[src/rtl/serial_adder_pkg.sv]
// Shared definitions for the bit-serial adder/subtractor.
package serial_adder_pkg;

  // State encoding
  localparam logic [1:0] IDLE = 2'd0;
  localparam logic [1:0] RUN  = 2'd1;
  localparam logic [1:0] DONE = 2'd2;

  typedef enum logic [1:0] {
    StIdle = IDLE,
    StRun  = RUN,
    StDone = DONE
  } state_e;

  // Ceiling log2, never less than 1 so a counter always has at least one bit.
  function automatic int unsigned clog2(input int unsigned value);
    int unsigned res;
    res = 0;
    for (int unsigned i = 0; i < 32; i++) begin
      if (((value - 1) >> i) != 0) res = i + 1;
    end
    return (res == 0) ? 1 : res;
  endfunction

endpackage

[src/rtl/fa_cell.sv]
// 1-bit full adder built from two half-adder stages and an OR for the carry.
module fa_cell (
  input  logic a_i,
  input  logic b_i,
  input  logic c_i,
  output logic s_o,
  output logic c_o
);

  logic ha0_s, ha0_c;
  logic ha1_s, ha1_c;

  // First half adder: a + b
  assign ha0_s = a_i ^ b_i;
  assign ha0_c = a_i & b_i;

  // Second half adder: partial sum + carry-in
  assign ha1_s = ha0_s ^ c_i;
  assign ha1_c = ha0_s & c_i;

  assign s_o = ha1_s;
  assign c_o = ha0_c | ha1_c;

endmodule

[src/rtl/serial_adder.sv]
// Bit-serial adder/subtractor: one bit per clock through a single full-adder slice.
// WIDTH legal range is 2..64.
module serial_adder
  import serial_adder_pkg::*;
#(
  parameter int unsigned WIDTH = 8
) (
  input  logic             clk_i,
  input  logic             rst_i,
  input  logic             start_i,
  input  logic             sub_i,
  input  logic [WIDTH-1:0] a_i,
  input  logic [WIDTH-1:0] b_i,
  output logic             busy_o,
  output logic             done_o,
  output logic [WIDTH-1:0] sum_o,
  output logic             carry_o,
  output logic             overflow_o
);

  localparam int unsigned         CntW    = clog2(WIDTH);
  localparam logic [CntW-1:0]     LastBit = CntW'(WIDTH - 1);

  state_e            state_q;
  logic [WIDTH-1:0]  a_sh_q, b_sh_q, sum_q;
  logic [CntW-1:0]   cnt_q;
  logic              c_q;
  logic              carry_q, overflow_q;
  logic              busy_q, done_q;

  logic              slice_s, slice_c;
  logic              accept;

  // A new operation is only accepted when not mid-computation.
  assign accept = start_i && (state_q == StIdle || state_q == StDone);

  fa_cell u_fa (
    .a_i (a_sh_q[0]),
    .b_i (b_sh_q[0]),
    .c_i (c_q),
    .s_o (slice_s),
    .c_o (slice_c)
  );

  // FSM, shift registers, counter and registered result outputs.
  always_ff @(posedge clk_i) begin
    if (rst_i) begin
      state_q    <= StIdle;
      a_sh_q     <= '0;
      b_sh_q     <= '0;
      sum_q      <= '0;
      cnt_q      <= '0;
      c_q        <= 1'b0;
      carry_q    <= 1'b0;
      overflow_q <= 1'b0;
      busy_q     <= 1'b0;
      done_q     <= 1'b0;
    end else if (accept) begin
      // Subtraction is a + ~b + 1: invert b and seed the carry with 1.
      state_q <= StRun;
      a_sh_q  <= a_i;
      b_sh_q  <= b_i ^ {WIDTH{sub_i}};
      c_q     <= sub_i;
      cnt_q   <= '0;
      busy_q  <= 1'b1;
      done_q  <= 1'b0;
    end else begin
      case (state_q)
        StRun: begin
          sum_q  <= {slice_s, sum_q[WIDTH-1:1]};
          a_sh_q <= {1'b0, a_sh_q[WIDTH-1:1]};
          b_sh_q <= {1'b0, b_sh_q[WIDTH-1:1]};
          c_q    <= slice_c;
          cnt_q  <= cnt_q + CntW'(1);
          if (cnt_q == LastBit) begin
            // c_q here is the carry into the MSB.
            carry_q    <= slice_c;
            overflow_q <= c_q ^ slice_c;
            state_q    <= StDone;
            busy_q     <= 1'b0;
            done_q     <= 1'b1;
          end
        end
        StDone: begin
          state_q <= StIdle;
          done_q  <= 1'b0;
        end
        default: begin
          state_q <= StIdle;
        end
      endcase
    end
  end

  assign busy_o     = busy_q;
  assign done_o     = done_q;
  assign sum_o      = sum_q;
  assign carry_o    = carry_q;
  assign overflow_o = overflow_q;

endmodule

[config.mk]
export PLATFORM = sky130hd
export DESIGN_NAME = serial_adder
export DESIGN_NICKNAME = d
export VERILOG_FILES = /design/src/rtl/serial_adder_pkg.sv /design/src/rtl/fa_cell.sv /design/src/rtl/serial_adder.sv
export SDC_FILE = /design/constraint.sdc
export NUM_CORES = 1
export LEC_CHECK = 0
export CORE_AREA = 3 3 45 88
export DETAILED_ROUTE_END_ITERATION = 7
export DIE_AREA = 0 0 48 91
export PLACE_DENSITY = 0.72
export SYNTH_ARGS = -nofsm -noshare
export SYNTH_HDL_FRONTEND = slang
export SYNTH_SLANG_ARGS = --single-unit
export TNS_END_PERCENT = 20
[constraint.sdc]
create_clock -name clk_i -period 1.25 [get_ports clk_i]
set_clock_uncertainty 0.05 [all_clocks]
set_input_delay 0.375 -clock clk_i [delete_from_list [all_inputs] [get_ports clk_i]]
set_output_delay 0.375 -clock clk_i [all_outputs]
set_load 0.01 [all_outputs]
==> Word-level counts from Yosys, hierarchy flattened <==
Index checks and enable logic that the tools add are counted.
{ "op_classes": {"bitwise": 9, "addsub": 1, "n_mux": 14, "n_reduce_logical": 12, "n_eq_ne": 5} }
{ "op_table": {"columns": ["cell", "n"], "rows": [
  ["$mux 8", 4],
  ["$mux 1", 9],
  ["$xor 8x8->8", 1],
  ["$reduce_and 2->1", 3],
  ["$reduce_bool 2->1", 3],
  ["$add 3x1->3 const B", 1],
  ["$eq 3x3->1 const B", 1],
  ["$ne 3x3->1 const B", 1],
  ["$reduce_and 3->1", 1],
  ["$reduce_or 3->1", 1],
  ["$xor 1x1->1", 3],
  ["$and 1x1->1", 2],
  ["$eq 2x1->1 const B", 1],
  ["$eq 2x2->1 const B", 1],
  ["$logic_not 2->1", 1],
  ["$ne 2x2->1 const B", 1],
  ["$not 1->1", 2],
  ["$pmux 1 s2", 1],
  ["$reduce_or 2->1", 1],
  ["$logic_and 1x1->1", 1],
  ["$logic_or 1x1->1", 1],
  ["$or 1x1->1", 1]
]} }
{ "word_totals": {"in_bits": 20, "word_cells": 52, "out_inout_bits": 12, "regBits": 34} }

==> Longest topological paths before layout <==
{ "depth": {"depth_word": 5, "depth_mapped": 5, "depth_no_buf": 5} }

==> Hierarchy <==
A second synthesis with hierarchy kept.
{ "hier_totals": {"hier_cells": 165, "hier_area_um2": 1487.7} }
{ "by_module_without_submodules": {"columns": ["mod", "seq_area_each_um2", "area_each_um2", "instances", "cells_per_inst"], "rows": [
  ["serial_adder", 680.7, 1467.7, 1, 164],
  ["fa_cell", 0.0, 20.0, 1, 1]
]} }

==> Least setup slack after synthesis <==
Ideal clock, no wire load.
{ "synth_timing": {"kind": "flip-flop to flip-flop", "from": "register c_q", "to": "register overflow_q, in the netlist overflow_o", "arrival_ps": 1085, "stages_incl_launch_ff": 5, "slack_ps": -17, "required_time_ps": 1068, "setup_time_ps": 132, "path_buffers": 0, "cell_sequence": "dfxtp_1 > fa_1 > xor2_1 > nand3_1 > a21oi_1"} }
{ "synth_between": {"elab_chain_cells": 3} }
{ "synth_rtl": {"columns": ["element", "line_no", "text"], "rows": [
  ["start, declared", "serial_adder.sv:27", "logic c_q;"],
  ["start signal, assigned", "serial_adder.sv:63", "c_q <= sub_i;"],
  ["start signal, assigned", "serial_adder.sv:73", "c_q <= slice_c;"],
  ["$and 1x1->1", "fa_cell.sv:19", "assign ha1_c = ha0_s & c_i;"],
  ["$or 1x1->1", "fa_cell.sv:22", "assign c_o = ha0_c | ha1_c;"],
  ["net slice_c", "serial_adder.sv:31", "logic slice_s, slice_c;"],
  ["$xor 1x1->1", "serial_adder.sv:78", "overflow_q <= c_q ^ slice_c;"],
  ["end signal, assigned", "serial_adder.sv:78", null],
  ["end, declared", "serial_adder.sv:28", "logic carry_q, overflow_q;"]
]} }
The timed path passes the listed nets, and every way through them passes these cells.
A chain may end at the register's enable or synchronous reset.

==> Final worst setup path <==
{ "layout_timing": {"from": "register state_q[1]", "to": "register b_sh_q[1]"} }
{ "layout_between": {"elab_chain_cells": 4, "elab_cells_between_ends": 7, "classes_between": "2 x eq/ne; 1 x mux; 4 x reduce/logical"} }
{ "layout_rtl": {"columns": ["element", "line_no", "text"], "rows": [
  ["start, declared", "serial_adder.sv:24", "state_e state_q;"],
  ["start signal, assigned", "serial_adder.sv:48", "state_q <= StIdle;"],
  ["start signal, assigned", "serial_adder.sv:60", "state_q <= StRun;"],
  ["start signal, assigned", "serial_adder.sv:79", "state_q <= StDone;"],
  ["$eq 2x2->1 / $logic_not 2->1 (equally long branches)", "serial_adder.sv:35", "assign accept = start_i && (state_q == StIdle || state_q == StDone);"],
  ["$logic_or 1x1->1", "serial_adder.sv:35", null],
  ["$logic_and 1x1->1", "serial_adder.sv:35", null],
  ["$mux 8 / $reduce_bool 2->1 (equally long branches)", null, null],
  ["end signal, assigned", "serial_adder.sv:62", "b_sh_q <= b_i ^ {WIDTH{sub_i}};"],
  ["end signal, assigned", "serial_adder.sv:72", "b_sh_q <= {1'b0, b_sh_q[WIDTH-1:1]};"],
  ["end, declared", "serial_adder.sv:25", "logic [WIDTH-1:0] a_sh_q, b_sh_q, sum_q;"]
]} }
Parallel ways exist; a longest one is shown, timed or not.

==> impl_metrics.tcl <==
set metrics [dict create \
    grtUsageTotal_pct 17.5 \
    nets 240 \
    fmax_mhz 797 \
    ant_nets 0 \
    fin_crit_ps 1250 \
    pre_cts_slack_ps -371 \
    synth_fa_ha_area_share_pct 3.90 \
    drive_above_1_share_pct 30.0 \
    ir_worst_vdd_v 0.000816 \
    synth_edf_count 0 \
    rows 30 \
    r2r_slack_ps -5 \
    cts.reportedPaths.clkPinSlew_ps 70 \
    p_int_mw 1.96 \
    setup_ws_ps -4.96 \
    initial_utilization_pct 43.7 \
    worst_pin_slew_ps 221 \
    rsz0062_at_grt "yes" \
    cp_slowest_cell "dfxtp_2" \
    fp.dieH_um 91 \
    clockPowerShare_pct 36.2 \
    synth-simple-area-share_pct 21.1 \
    muxShareOfSynthArea_pct 2.04 \
    p_leak_nw 0.869 \
    syn2layout_area_growth_pct 44.7 \
    rr_worst_depth 4 \
    firstDrtPassIters 4 \
    hpwl_mm 2.44 \
    wl_per_cell_um 14.6 \
    final.period_utilization_pct 100 \
    first_global_vias 1413 \
    netlist_instances 169 \
    antenna_found_initial 0 \
    drv_cap 0 \
    cts-buffers-inserted 5 \
    crit_chain "and2b_2, clkbuf_16, a22oi_1, a21oi_1" \
    multiInputGateArea_um2 763 \
    seqPwrFrac_pct 45.9 \
    gr-total-overflow 0 \
    post_dp_cell_area_mm2 0.00197 \
    drt_iter0_drc 30 \
    n_antenna_cell 0 \
    wirelength_mm 3.64 \
    crit_required_ps 1370 \
    clk_path_buf_depth 2 \
    ys_seq_elements 34 \
    yosysSeqAreaShare_pct 46.1 \
    synthesis.nets 193 \
    comb_power_share_pct 18.0 \
    yosys_warnings 0 \
    cp_max_fo 11 \
    yosysUniqueCellTypes 27 \
    hold_viol 0 \
    synth_area_mm2 0.00148 \
    via_per_inst 5.60 \
    cts_sinks 34 \
    die_w_um 48 \
    hold_path_depth 2 \
    p_sw_mw 0.633 \
    coreArea_mm2 0.00338 \
    grt_pass1_wl_mm 5.75 \
    num-fill-cells 281 \
    regArea_um2 688 \
    power.density_mw_per_mm2 1220 \
    status "complete, but fails checks" \
    drc 0 \
    endpoint_kind "flip-flop" \
    synth_compound_area_share_pct 15.1 \
    ys_async_sr_fraction_pct 0 \
    grt_max_degree 35 \
    dr_total_vias 1395 \
    cts_setup_buffers 0 \
    worstSkewPairLatency_ps 280 \
    io_pins 32 \
    failed_checks "setup timing" \
    avgSynthCellArea_um2 8.73 \
    setup-violations-final 2 \
    cts_tree "yes" \
    h-tree-depth 2 \
    ys.flop_type "dfxtp_1" \
    ctsHoldBuffers 0 \
    switching_share_pct 24.4 \
    critPathMaxStageDelay_ps 370 \
    start_kind "flip-flop" \
    synth_top_family_by_area "simple AND/OR/NAND/NOR gates" \
    worstSetupPathType "reg2reg" \
    cts-root-buf "clkbuf_8" \
    arrival_ps 1370 \
    port_buffers 31 \
    place_congestion 0.757 \
    relSlewSlack_pct 85.2 \
    synth_xor_area_share_pct 5.94 \
    holdCritPathClass "reg2reg" \
    design_area_mm2 0.00213 \
    dieArea_mm2 0.00437 \
    slew_viol_final 0 \
]
state kept, by name, summed over array words and instances (netlist names):
| register | cells |
|---|---|
| done_o | 1 |
| cnt_q | 3 |
| a_sh_q | 8 |
| b_sh_q | 8 |
| overflow_o | 1 |
| state_q | 2 |
| sum_o | 8 |
| c_q | 1 |
| carry_o | 1 |
| busy_o | 1 |
stage by stage:
stage | total power, mW | util [%] | hold WS (ps) | cells | setup TNS [ps]
4_1_cts | 2.58 | 61.7 | 419 | 248 | -16.6
3_3_place_gp | 1.60 | 58.3 | 392 | 239 | -7420
3_5_place_dp | 1.62 | 58.3 | 411 | 239 | -8430
6_report | 2.59 | 63.2 | 411 | 249 | -7.14
5_1_grt | 2.70 | 63.2 | 436 | 249 | -383
2_1_floorplan | 1.44 | - | 394 | 169 | 0
worst max-delay path, delay by kind of cell (launching register included):
kind	cells	cell delay, ps
AND/OR/NAND/NOR	1	270
flip-flops	1	370
buffers and inverters	1	180
AO/OA/AOI/OAI	2	270
routing by layer:
metal / GRT usage, % / wire, um / vias to the layer above
li1: - / - / 669
met1: 17.9 / 1320 / 659
met2: 30.3 / 1990 / 50
met3: 4.76 / 172 / 17
met4: 8.09 / 153 / 0
met5: 0 / 0 / -
area by class of cell:
cell class,instances,share of cell area [%]
multi-input combinational,120,35.8
sequential,34,32.2
timing repair buffer,55,25.0
clock buffer,8,5.16
tap,32,1.88
synthesized netlist by cell type, types with 2 or more instances:
master | number | share of area [%]
a311oi_1 | 5 | 3.0
a21oi_1 | 15 | 5.1
nand2_1 | 33 | 8.4
o22ai_1 | 5 | 2.1
nor3_1 | 14 | 4.7
nand3_1 | 6 | 2.0
xor2_1 | 9 | 5.3
dfxtp_1 | 34 | 46
buf_4 | 4 | 2.0
ha_1 | 3 | 2.5
mux2i_1 | 3 | 2.0
nor2_1 | 10 | 2.5
a311oi_2 | 2 | 2.0
clkbuf_1 | 5 | 1.3
buf_2 | 5 | 1.7
a22oi_1 | 3 | 1.5
and2b_1 | 2 | 1.0
nand2b_1 | 2 | 0.85
cells in the final DEF, fill, tap and decap left out, types with 3 or more instances in the layout:
| master | instances |
|---|---|
| clkbuf_8 | 8 |
| buf_4 | 17 |
| mux2i_1 | 3 |
| o22ai_1 | 5 |
| nand3_1 | 6 |
| nor2_1 | 10 |
| a311oi_2 | 5 |
| dfxtp_2 | 6 |
| dfxtp_1 | 28 |
| nand2_1 | 33 |
| xor2_1 | 8 |
| clkdlybuf4s50_1 | 17 |
| nor3_1 | 13 |
| buf_12 | 5 |
| ha_2 | 3 |
| buf_2 | 12 |
| a21oi_1 | 14 |
| a22oi_1 | 3 |
cell families (layout without fill, tap and decap cells):
family | Yosys count | after routing
fa+ha+maj | 4 | 4
mux | 3 | 3
xor+xnor | 10 | 10
flops | 34 | 34
buf+inv | 15 | 63
compound gates | 33 | 33
simple gates | 70 | 70
power groups by stage:
stage	registers (mW)	logic (mW)	clock network [mW]
after global routing	1.20	0.505	1.00
final	1.19	0.466	0.938
after floorplan	1.20	0.233	0
after detailed placement	1.21	0.412	0
after CTS	1.19	0.440	0.949
after global placement	1.21	0.395	0
path summary, 6_finish.rpt:
path,startpoint,to
worst max-delay path,state_q[1],b_sh_q[1]
worst min-delay path,sum_o[0],sum_o[0]
worst max register to register,state_q[1],b_sh_q[1]
worst min register to register,sum_o[0],sum_o[0]
repair_timing:
item | in CTS | in global routing
pin swaps | 3 | 6
endpoints found under the setup margin | 36 | 13
gates cloned | 1 | 1
gates resized for setup | 61 | 7
Power figures use the tool's default switching activity.
